## config.mk

```make
export PLATFORM = sky130hd
export DESIGN_NAME = term_ctrl
export DESIGN_NICKNAME = d
export VERILOG_FILES = /design/src/rtl/term_ctrl.sv
export SDC_FILE = /design/constraint.sdc
export NUM_CORES = 1
export LEC_CHECK = 0
export ABC_AREA = 1
export CORE_ASPECT_RATIO = 1.4
export CORE_MARGIN = 2
export CORE_UTILIZATION = 45
export CTS_CLUSTER_DIAMETER = 40
export DETAILED_ROUTE_END_ITERATION = 8
export GPL_ROUTABILITY_DRIVEN = 0
export PLACE_DENSITY = 0.67
export SLEW_MARGIN = 20
export SYNTH_ARGS = -nofsm -noshare
export SYNTH_HDL_FRONTEND = slang
export SYNTH_SLANG_ARGS = --single-unit
```

## constraint.sdc

```tcl
create_clock -name clk -period 2.85 [get_ports clk]
set_input_delay 0.7125 -clock clk [delete_from_list [all_inputs] [get_ports clk]]
set_output_delay 0.7125 -clock clk [all_outputs]
set_load 0.02 [all_outputs]
```

## src/rtl/term_ctrl.sv

```systemverilog
// term_ctrl: text-terminal write controller for the character video RAM.
// Takes ASCII bytes over valid/ready, tracks a cursor, and issues one
// character-RAM write per cycle. Scrolling moves a circular top_row offset
// and blanks the row that scrolls off. A full-screen clear runs after reset.
module term_ctrl #(
  parameter int         COLS  = 70,
  parameter int         ROWS  = 30,
  parameter logic [7:0] BLANK = 8'h00
) (
  input  logic        clk,
  input  logic        reset,
  input  logic [7:0]  key_in,
  input  logic        key_valid,
  output logic        key_ready,
  output logic        mem_we,
  output logic [11:0] mem_addr,
  output logic [7:0]  mem_wdata,
  output logic [4:0]  top_row,
  output logic [6:0]  cur_x,
  output logic [4:0]  cur_y,
  output logic        busy
);

  typedef enum logic [1:0] {CLR_ALL, IDLE, POST, CLR_LINE} state_t;

  localparam logic [6:0] LAST_X = 7'(COLS - 1);
  localparam logic [4:0] LAST_Y = 5'(ROWS - 1);
  localparam logic [5:0] ROWS6  = 6'(ROWS);
  localparam logic [7:0] COLS8  = 8'(COLS);

  state_t      state_q, state_d;
  logic [6:0]  cur_x_q, cur_x_d;
  logic [4:0]  cur_y_q, cur_y_d;
  logic [4:0]  top_row_q, top_row_d;
  logic [4:0]  clr_row_q, clr_row_d;
  logic        scroll_q, scroll_d;
  logic [7:0]  col_cnt_q, col_cnt_d;   // column counter for both clears
  logic [5:0]  row_cnt_q, row_cnt_d;   // row counter for CLR_ALL; ROWS means done
  logic        mem_we_q, mem_we_d;
  logic [11:0] mem_addr_q, mem_addr_d;
  logic [7:0]  mem_wdata_q, mem_wdata_d;
  logic        key_ready_q, key_ready_d;
  logic        busy_q, busy_d;

  logic [5:0]  psum, pdiff;
  logic [4:0]  phys_row, prev_phys;
  logic        nl;

  // Physical row of the cursor line and of the line above it (circular).
  always_comb begin
    psum      = {1'b0, cur_y_q} + {1'b0, top_row_q};
    pdiff     = psum - ROWS6;
    phys_row  = (psum >= ROWS6) ? pdiff[4:0] : psum[4:0];
    prev_phys = (phys_row == 5'd0) ? LAST_Y : phys_row - 5'd1;
  end

  // Next-state, cursor, scroll and write-port decisions.
  always_comb begin
    state_d     = state_q;
    cur_x_d     = cur_x_q;
    cur_y_d     = cur_y_q;
    top_row_d   = top_row_q;
    clr_row_d   = clr_row_q;
    scroll_d    = scroll_q;
    col_cnt_d   = col_cnt_q;
    row_cnt_d   = row_cnt_q;
    mem_we_d    = 1'b0;
    mem_addr_d  = mem_addr_q;
    mem_wdata_d = mem_wdata_q;
    nl          = 1'b0;
    case (state_q)
      CLR_ALL: begin
        if (row_cnt_q < ROWS6) begin
          mem_we_d    = 1'b1;
          mem_addr_d  = {col_cnt_q[6:0], row_cnt_q[4:0]};
          mem_wdata_d = BLANK;
          if (col_cnt_q == COLS8 - 8'd1) begin
            col_cnt_d = 8'd0;
            row_cnt_d = row_cnt_q + 6'd1;
          end else begin
            col_cnt_d = col_cnt_q + 8'd1;
          end
        end else begin
          state_d   = IDLE;
          col_cnt_d = 8'd0;
        end
      end
      IDLE: begin
        if (key_valid) begin
          state_d = POST;
          if (key_in >= 8'h20 && key_in <= 8'h7E) begin
            mem_we_d    = 1'b1;
            mem_addr_d  = {cur_x_q, phys_row};
            mem_wdata_d = key_in;
            if (cur_x_q < LAST_X) cur_x_d = cur_x_q + 7'd1;
            else                  nl      = 1'b1;
          end else if (key_in == 8'h0A || key_in == 8'h0D) begin
            nl = 1'b1;
          end else if (key_in == 8'h08) begin
            if (cur_x_q != 7'd0) begin
              cur_x_d     = cur_x_q - 7'd1;
              mem_we_d    = 1'b1;
              mem_addr_d  = {cur_x_q - 7'd1, phys_row};
              mem_wdata_d = BLANK;
            end else if (cur_y_q != 5'd0) begin
              cur_x_d     = LAST_X;
              cur_y_d     = cur_y_q - 5'd1;
              mem_we_d    = 1'b1;
              mem_addr_d  = {LAST_X, prev_phys};
              mem_wdata_d = BLANK;
            end
          end
          if (nl) begin
            cur_x_d = 7'd0;
            if (cur_y_q < LAST_Y) begin
              cur_y_d = cur_y_q + 5'd1;
            end else begin
              // Old top line scrolls off; it becomes the new bottom line.
              top_row_d = (top_row_q == LAST_Y) ? 5'd0 : top_row_q + 5'd1;
              clr_row_d = top_row_q;
              scroll_d  = 1'b1;
            end
          end
        end
      end
      POST: begin
        if (scroll_q) begin
          // Column 0 of the line clear goes out straight from POST.
          scroll_d    = 1'b0;
          state_d     = CLR_LINE;
          mem_we_d    = 1'b1;
          mem_addr_d  = {7'd0, clr_row_q};
          mem_wdata_d = BLANK;
          col_cnt_d   = 8'd1;
        end else begin
          state_d = IDLE;
        end
      end
      CLR_LINE: begin
        if (col_cnt_q < COLS8) begin
          mem_we_d    = 1'b1;
          mem_addr_d  = {col_cnt_q[6:0], clr_row_q};
          mem_wdata_d = BLANK;
          col_cnt_d   = col_cnt_q + 8'd1;
        end else begin
          state_d   = IDLE;
          col_cnt_d = 8'd0;
        end
      end
      default: state_d = CLR_ALL;
    endcase
    key_ready_d = (state_d == IDLE);
    busy_d      = (state_d == CLR_ALL) || (state_d == CLR_LINE);
  end

  // State and registered outputs; reset restarts the full clear.
  always_ff @(posedge clk) begin
    if (reset) begin
      state_q     <= CLR_ALL;
      cur_x_q     <= 7'd0;
      cur_y_q     <= 5'd0;
      top_row_q   <= 5'd0;
      clr_row_q   <= 5'd0;
      scroll_q    <= 1'b0;
      col_cnt_q   <= 8'd0;
      row_cnt_q   <= 6'd0;
      mem_we_q    <= 1'b0;
      mem_addr_q  <= 12'd0;
      mem_wdata_q <= 8'd0;
      key_ready_q <= 1'b0;
      busy_q      <= 1'b1;
    end else begin
      state_q     <= state_d;
      cur_x_q     <= cur_x_d;
      cur_y_q     <= cur_y_d;
      top_row_q   <= top_row_d;
      clr_row_q   <= clr_row_d;
      scroll_q    <= scroll_d;
      col_cnt_q   <= col_cnt_d;
      row_cnt_q   <= row_cnt_d;
      mem_we_q    <= mem_we_d;
      mem_addr_q  <= mem_addr_d;
      mem_wdata_q <= mem_wdata_d;
      key_ready_q <= key_ready_d;
      busy_q      <= busy_d;
    end
  end

  assign key_ready = key_ready_q;
  assign mem_we    = mem_we_q;
  assign mem_addr  = mem_addr_q;
  assign mem_wdata = mem_wdata_q;
  assign top_row   = top_row_q;
  assign cur_x     = cur_x_q;
  assign cur_y     = cur_y_q;
  assign busy      = busy_q;

endmodule

```

After elaboration in Yosys (flattened, before gate mapping)
Cells that the tools add are included.
W data, S select, Z words.
- logic and storage cells: 137
- input bits: 11
- register bits after elaboration: 62
- output and inout port bits: 40
- add/subtract/negate cells: 10
- bitwise logic cells: 1
- magnitude comparators: 7
- multiplexer cells: 66
- eq/ne operators: 21
- reductions and logical operators: 19
- operator list (kind ; count):
    $mux W12 ; 9
    $mux W8 ; 13
    $mux W5 ; 10
    $mux W7 ; 7
    $pmux W12 S4 ; 1
    $pmux W8 S4 ; 1
    $eq A8 B4 Y1 const B ; 3
    $pmux W8 S3 ; 1
    $mux W1 ; 17
    $ne A2 B2 Y1 const B ; 6
    $add A5 B1 Y5 const B ; 2
    $sub A5 B1 Y5 const B ; 2
    $add A8 B1 Y8 const B ; 1
    $eq A8 B7 Y1 const B ; 1
    $ge A8 B6 Y1 const B ; 1
    $le A8 B7 Y1 const B ; 1
    $lt A8 B7 Y1 const B ; 1
    $mux W2 ; 4
    $pmux W2 S4 ; 1
    $reduce_and A4 Y1 ; 2
    $add A7 B1 Y7 const B ; 1
    $lt A7 B7 Y1 const B ; 1
    $reduce_and A7 Y1 ; 1
    $reduce_bool A7 Y1 ; 1
    28 further kinds ; 36

Depth between registers and ports, before layout
Gate-level depths: netlist of the first run.
- depth after elaboration: 12
- mapped depth: 16
- mapped depth without buffers: 16

Least setup slack after synthesis of the first run
No wires, ideal clock.
- kind: flip-flop to flip-flop
- start point: reg top_row_q[0] (netlist: top_row[0])
- end point: reg mem_addr_q[4] (netlist: mem_addr[4])
- path buffers: 0
- path slack: 0.655 ns
- period minus slack after synthesis: 2.195 ns
- data required time: 2.784 ns
- setup time: 0.066 ns
- arrival time: 2.128 ns
- stages on the path, launching flop included: 15
- cells stage by stage: dfxtp_1 > ha_1 > fa_1 > nand3_1 > nand2_1 > xor2_2 > nand2_2 > nand2_1 > nand2_1 > nand2_2 > nor2_4 > nand2_2 > nand2_2 > nand3_2 > a21oi_2
- word-level cells in the longest chain between the ends: 12
- elaborated cells between the ends (all ways): 14
- those cells by class: 3 x add/sub; 1 x order compare; 9 x mux; 1 x reduce/logical
- ends and longest elaborated chain (item ; RTL line ; source):
    start: declaration ; 34 ; logic [4:0] top_row_q, top_row_d;
    start signal: assignment ; 176 ; top_row_q <= top_row_d;
    $add A5 B5 Y6 (*) ; 51 ; psum = {1'b0, cur_y_q} + {1'b0, top_row_q};
    $sub A5 B5 Y5 or $ge A6 B5 Y1 (tied branches) ; 52, 53 ;
    $mux W5 (*) ; 53 ; phys_row = (psum >= ROWS6) ? pdiff[4:0] : psum[4:0];
    $sub A5 B1 Y5 or $logic_not A5 Y1 (tied branches) ; 54 ; prev_phys = (phys_row == 5'd0) ? LAST_Y : phys_row - 5'd1;
    $mux W5 ; 54 ;
    $mux W12 ; 105 ; end else if (cur_y_q != 5'd0) begin
    $mux W12 ; 100 ; if (cur_x_q != 7'd0) begin
    $mux W12 ; 99 ; end else if (key_in == 8'h08) begin
    $mux W12 ; 97 ; end else if (key_in == 8'h0A || key_in == 8'h0D) begin
    $mux W12 (*) ; 91 ; if (key_in >= 8'h20 && key_in <= 8'h7E) begin
    $mux W12 (*) ; 89 ; if (key_valid) begin
    $pmux W12 S4 (*) ; 71 ; case (state_q)
    end signal: assignment ; 182 ; mem_addr_q <= mem_addr_d;
    end: declaration ; 40 ; logic [11:0] mem_addr_q, mem_addr_d;
Every way passes the cells marked *; elsewhere a longest branch is shown, timed or not. The select of a mux whose other input is x is not followed.
A chain may end at the register's enable or synchronous reset.

Worst setup path after layout of the first run
- start point: in key_in[1]
- end point: reg cur_x_q[0] (netlist: cur_x[0])
- word-level cells in the longest chain between the ends: 8
- elaborated cells between the ends (all ways): 18
- those cells by class: 2 x order compare; 5 x eq/ne; 6 x mux; 5 x reduce/logical
- ends and longest elaborated chain (item ; RTL line ; source):
    start: declaration ; 12 ; input logic [7:0] key_in,
    parallel branches: the longest is 8 deep, another holds $ge A8 B6 Y1 ; - ;
    end signal: assignment ; 174 ; cur_x_q <= cur_x_d;
    end: declaration ; 32 ; logic [6:0] cur_x_q, cur_x_d;
Several ways; the timed one is not identified. The select of a mux whose other input is x is not followed.

==> impl_metrics.csv, run 1 <==
group,metric,value,unit
yosys,synth_compound_area_frac,0.193,
pwr,powerDensity,473,mW/mm2
cells_and_area,drive_gt1_frac,0.102,
worst_setup_path,cp.required,3.08,ns
floorplanning,core_area,0.00825,mm2
sta,finalCritPeriodShare,0.872,
status,status,"completed",
routing,routed_wl,10100,um
floorplanning,rows,39,
sta,timing_hold_violations_final,0,
sta,setup_tns,0,ns
cells_and_area,antenna_cells,0,
cells_and_area,layout_common_cells,"nand2_1 (101), inv_1 (64), nor2_1 (62), dfxtp_1 (62), clkdlybuf4s50_1 (50)",
yosys,synth.avg_cell_area,6.99,um2
routing,wire_per_inst,14.2,um
sta,drv_slew,0,
cells_and_area,stdcell_area,0.00476,mm2
clocking,cts_buffers,9,
pwr,p_leak,0.00204,uW
cells_and_area,fill_cells,779,
global_route,antenna_found_initial,0,
flow_run,drv_cap,0,
clocking,cts_tree,"built",
floorplanning,die_y,113,um
routing,via_per_inst,5.31,
worst_setup_path,reg2reg_to,"cur_x[0]",
cells_and_area,fin_nets,629,
routing,vias,3755,
worst_setup_path,startpoint_type,"input port",
global_route,grt_pass1_wl,16800,um
pwr,combPwrFrac,0.048,
sta,finClkSkew,0.00606,ns
cells_and_area,layout.cells.most_common,"nand2_1",
sta,relSlewSlack,0.495,
cells_and_area,regArea,0.00124,mm2
yosys,synth_top_family_by_area,"simple AND/OR/NAND/NOR gates",
worst_setup_path,rr_startpoint,"cur_x[0]",
routing,drc,0,
floorplanning,initial_core_util,0.467,
place,portBuffers,50,
floorplanning,ios,51,
routing,dr.pass1.iters,6,
clocking,cts_setup_buffers,0,
cells_and_area,multi_input_area,0.00222,mm2
clocking,path_clk_slew,0.06,ns
worst_setup_path,cp_max_fo,11,
pwr,switchingPower,461,uW
floorplanning,die_x,82.2,um
clocking,post_cts_resize_count,0,
sta,rsz0062_at_grt,"no",
worst_hold_path,hold_class,"reg -> reg",
clocking,htreeDepth,3,
global_route,grt-ovfl-total,0,
sta,min_period,2.49,ns
global_route,grt_pass1_vias,3679,
global_route,track_usage,0.233,
place,place_ws,0.0500,ns
pwr,switching_share,0.205,
place,dpl_cell_area,0.00442,mm2
global_route,grt_max_degree,34,
routing,postRouteAntennaNets,0,
worst_hold_path,min_path_cells,2,
yosys,yosysSeqAreaShare,0.322,
clocking,clock_latency,0.34,ns
routing,dr.first_iter.drc_count,158,
worst_setup_path,path_class,"in -> reg",
worst_setup_path,r2r_cells,9,
worst_setup_path,critPathCaptureType,"flip-flop",
pwr,ir_drop,0.385,mV
worst_setup_path,worstPathArrival,2.71,ns
yosys,syn_area,0.00385,mm2
yosys,synthesis.nets,579,
sta,fmax,0.402,GHz
floorplanning,dieArea,0.00933,mm2
yosys,ys_ff_latch,62,
pwr,pwr-share-seq,0.391,
sta,setup_violations,0,
clocking,ctsLongestPathBuffers,2,
sta,worstMarginPinSlew,0.753,ns
worst_setup_path,worstSetupStartpoint,"key_in[1]",
yosys,yosys.cell_types.count,46,
worst_hold_path,worstHoldStart,"row_cnt_q[5]",
place,place_hpwl,7420,um
worst_setup_path,rrSetupSlack,0.40,ns
clocking,cts_root_buf,"clkbuf_16",
clocking,clkSinkCount,62,
pwr,p_total,2250,uW
yosys,synth_mux_area_frac,0,
cells_and_area,area_growth,23.4,%
clocking,cts_hold_buf,0,
yosys,synth_xor_area_frac,0.0312,
pwr,power_frac_clock,0.561,
yosys,ys_warn_count,0,
sta,whs,0.424,ns
yosys,yosys.area_share.simple,0.295,
sta,final.setup.worst_slack,0.363,ns
pwr,p_int,1790,uW
yosys,postSynthCellCount,551,
yosys,synthAdderAreaFrac,0.0571,
worst_hold_path,hold_end,"row_cnt_q[5]",
[worst max-delay path: stages]
cell	delay, ns
clkdlybuf4s50_1	0.54
nand2_1	0.07
nor2_1	0.10
nand3b_1	0.09
nand3_2	0.10
nand2_1	0.06
o21ai_1	0.60
inv_1	0.19
o21ai_0	0.18
a21oi_1	0.05
[cell families after synthesis]
group | count (synthesis)
fa+ha+maj | 17
buf+inv | 93
simple gates | 238
xor+xnor | 12
flops | 62
compound gates | 129
[metal layers]
layer | track usage | part of all wire
met1 | 0.272 | 0.42
met2 | 0.399 | 0.51
met3 | 0.0411 | 0.036
met4 | 0.118 | 0.030
met5 | 0 | 0
[per-stage QoR]
stage | instances | utilization
3_5_place_dp | 692 | 0.536
5_1_grt | 707 | 0.577
6_report | 707 | 0.577
4_1_cts | 707 | 0.577
2_1_floorplan | 551 | -
3_3_place_gp | 692 | 0.536
[synth_stat cells (all sizes together)]
cell	n	area share
o211ai	7	0.014
clkinv	2	0.0023
a31oi	10	0.016
nand3	32	0.050
xnor2	1	0.0023
dfxtp	62	0.32
ha	16	0.052
xor2	11	0.029
a211oi	9	0.018
buf	11	0.021
inv	75	0.074
a221o	1	0.0026
nor2	71	0.086
nand4	7	0.011
o21ai	48	0.063
nand3b	5	0.013
o22ai	7	0.011
or2	5	0.0081
clkbuf	5	0.0049
fa	1	0.0052
nand2	107	0.11
a22oi	1	0.0019
o221ai	1	0.0023
nor3	11	0.016
o31ai	2	0.0039
a21oi	43	0.060
[sequential cells by signal, indices dropped and copies added, names as in the netlist]
register and cells:
busy 1, scroll_q 1, cur_y 5, mem_wdata 8, col_cnt_q 8, state_q 2, row_cnt_q 6, clr_row_q 5
mem_addr 12, key_ready 1, top_row 5, mem_we 1, cur_x 7
[power by group through the flow]
stage	combinational (uW)	sequential (uW)	clock, uW
floorplan	61.8	901	0
global placement	104	898	0
CTS	107	880	1280
global route	118	881	1320
finish	108	880	1260
detailed placement	106	899	0
[layout make-up]
| type | instances | area share |
|---|---|---|
| clock buffer | 11 | 0.0510 |
| clock inverter | 4 | 0.0200 |
| inverter | 77 | 0.0616 |
| multi-input combinational | 396 | 0.466 |
| sequential | 62 | 0.261 |
| tap | 102 | 0.0268 |
| timing repair buffer | 55 | 0.113 |
[worst max-delay path by stage]
stage / cells after the start / endpoint
after floorplan: 14 / mem_addr[4]
after global placement: 10 / mem_wdata[3]
after detailed placement: 10 / mem_wdata[3]
after CTS: 10 / mem_wdata[3]
after global routing: 10 / mem_wdata[0]
final: 10 / cur_x[0]
Note: power is estimated with default switching activity, not from simulation.
==> run 2, diff against run 1 <==
--- a/config.mk
+++ b/config.mk
@@ -12,7 +12,7 @@
 export CTS_CLUSTER_DIAMETER = 40
 export DETAILED_ROUTE_END_ITERATION = 8
 export GPL_ROUTABILITY_DRIVEN = 0
-export PLACE_DENSITY = 0.67
+export PLACE_DENSITY = 0.7
 export SLEW_MARGIN = 20
 export SYNTH_ARGS = -nofsm -noshare
 export SYNTH_HDL_FRONTEND = slang
==> constraint.sdc (replaced) <==
create_clock -name clk -period 2.13 [get_ports clk]
set_input_delay 0.5325 -clock clk [delete_from_list [all_inputs] [get_ports clk]]
set_output_delay 0.5325 -clock clk [all_outputs]
set_load 0.02 [all_outputs]
==> impl_metrics.csv, run 2 (synthesis results as in run 1) <==
group,metric,value,unit
cells_and_area,fin_util,0.637,
worst_setup_path,crit_chain,"ha_4 -> fa_2 -> xor2_2 -> nand2_1 -> nor2_2 -> buf_4 -> buf_4 -> a21oi_1 -> nor2_2 -> nor2_1 -> nand2_1 -> nand2_1 -> nand2_1 -> nand2_1 -> a21oi_2",
place,place_ws,-0.221,ns
global_route,grt_use_met1,0.272,
routing,wire_per_inst,14.2,um
sta,rsz0062_at_grt,"yes",
sta,drv_slew,0,
clocking,clkSinkCount,62,
global_route,antenna_found_initial,0,
status,status,"finished, violations left",
floorplanning,dieArea,0.00933,mm2
routing,routed_wl,10700,um
floorplanning,die_y,113,um
global_route,grt_max_degree,20,
flow_run,drv_cap,0,
sta,finClkSkew,0.00816,ns
clocking,cts_buffers,9,
routing,dr.pass1.iters,5,
worst_setup_path,cp_max_fo,3,
floorplanning,initial_core_util,0.467,
sta,finalCritPeriodShare,1.03,
floorplanning,die_x,82.2,um
sta,fmax,0.454,GHz
worst_setup_path,cp.required,2.40,ns
clocking,htreeDepth,3,
sta,min_period,2.20,ns
sta,worstMarginPinSlew,0.412,ns
worst_setup_path,cp_num_buf_inv,2,
place,place_hpwl,7850,um
cells_and_area,layout_common_cells,"nand2_1 (94), inv_1 (63), nor2_1 (61)",
place,portBuffers,50,
worst_setup_path,worstPathArrival,2.47,ns
global_route,grt-ovfl-total,0,
sta,setup_violations,4,
pwr,ir_drop,0.427,mV
cells_and_area,fin_nets,677,
global_route,grt_pass1_vias,3789,
clocking,path_clk_slew,0.06,ns
sta,relSlewSlack,0.724,
cells_and_area,area_growth,36.4,%
floorplanning,core_area,0.00825,mm2
pwr,powerDensity,553,mW/mm2
cells_and_area,stdcell_area,0.00526,mm2
worst_setup_path,crit_top_cell,"nand2_1",
routing,postRouteAntennaNets,0,
clocking,cts_root_buf,"clkbuf_16",
worst_hold_path,hold_class,"reg -> reg",
routing,dr.first_iter.drc_count,223,
worst_setup_path,cpPeakStageDelay,0.37,ns
clocking,cts_tree,"built",
cells_and_area,drive_gt1_frac,0.203,
pwr,p_leak,0.00232,uW
global_route,met2_usage,0.411,
global_route,gr-max-usage-layer,"met2",
sta,setup_tns,-0.165,ns
worst_setup_path,cp_slowest_cell,"fa_2",
cells_and_area,layout.cells.most_common,"nand2_1",
routing,via_per_inst,5.38,
worst_setup_path,path_class,"reg -> reg",
sta,final.setup.worst_slack,-0.0730,ns
cells_and_area,largest_reg_flops,12,
routing,drc,0,
worst_setup_path,cpLargestDelayFamily,"simple AND/OR/NAND/NOR gates",
worst_setup_path,critPathCaptureType,"flip-flop",
global_route,grt_pass1_wl,17000,um
clocking,cts_hold_buf,0,
cells_and_area,antenna_cells,0,
floorplanning,ios,51,
global_route,grtUsageMet3,0.0522,
routing,vias,4065,
worst_setup_path,startpoint_type,"flip-flop",
clocking,clock_latency,0.34,ns
place,dpl_cell_area,0.00475,mm2
global_route,track_usage,0.236,
clocking,ctsLongestPathBuffers,2,
sta,whs,0.427,ns
status,violations,"setup timing",
floorplanning,rows,39,
sta,timing_hold_violations_final,0,
run 2: power by group:
group	total [uW]	switching, uW	internal [uW]
logic	179	95.9	83.3
registers	1180	7.93	1170
clock network	1550	522	1030
run 2: what timing repair did:
item / in CTS / in global routing
gates resized for setup: 5 / 24
pin swaps: 9 / 14
endpoints found under the setup margin: 4 / 15
buffers inserted: 4 / 4
hold endpoints to repair: 0 / 0
cloned: 0 / 1
run 2: worst register-to-register path, stage by stage, from the launching register on:
cell	delay, ns
dfxtp_2	0.33
ha_4	0.16
fa_2	0.37
xor2_2	0.20
nand2_1	0.09
nor2_2	0.15
buf_4	0.13
buf_4	0.09
a21oi_1	0.06
nor2_2	0.13
nor2_1	0.06
nand2_1	0.06
nand2_1	0.05
nand2_1	0.05
nand2_1	0.07
a21oi_2	0.13
run 2: final timing paths:
path | cells after the start | slack (ns) | end | startpoint
setup / recovery | 15 | -0.07 | mem_addr[1] | cur_y[0]
hold / removal | 2 | 0.43 | row_cnt_q[5] | row_cnt_q[5]
setup reg to reg | 15 | -0.07 | mem_addr[1] | cur_y[0]
hold reg to reg | 2 | 0.43 | row_cnt_q[5] | row_cnt_q[5]
run 2: area by class of cell:
cell class	count	area (um2)
fill	718	2990
multi-input combinational	396	2310
sequential	62	1240
timing repair buffer	103	958
inverter	77	293
clock buffer	13	280
tap	102	128
clock inverter	3	40.0
run 2: stage by stage:
step                      total power, uW  std cells
final                                2910        756
after global routing                 3000        756
after CTS                            2910        751
after detailed placement             1370        731
after global placement               1360        731
after floorplan                      1290        551
run 2: metal layers:
metal,vias to the layer above,part of all wire,routed length (um)
met4,0,0.027,293
met1,1880,0.40,4290
li1,2024,-,-
met2,137,0.52,5610
met5,-,0,0
met3,24,0.049,524
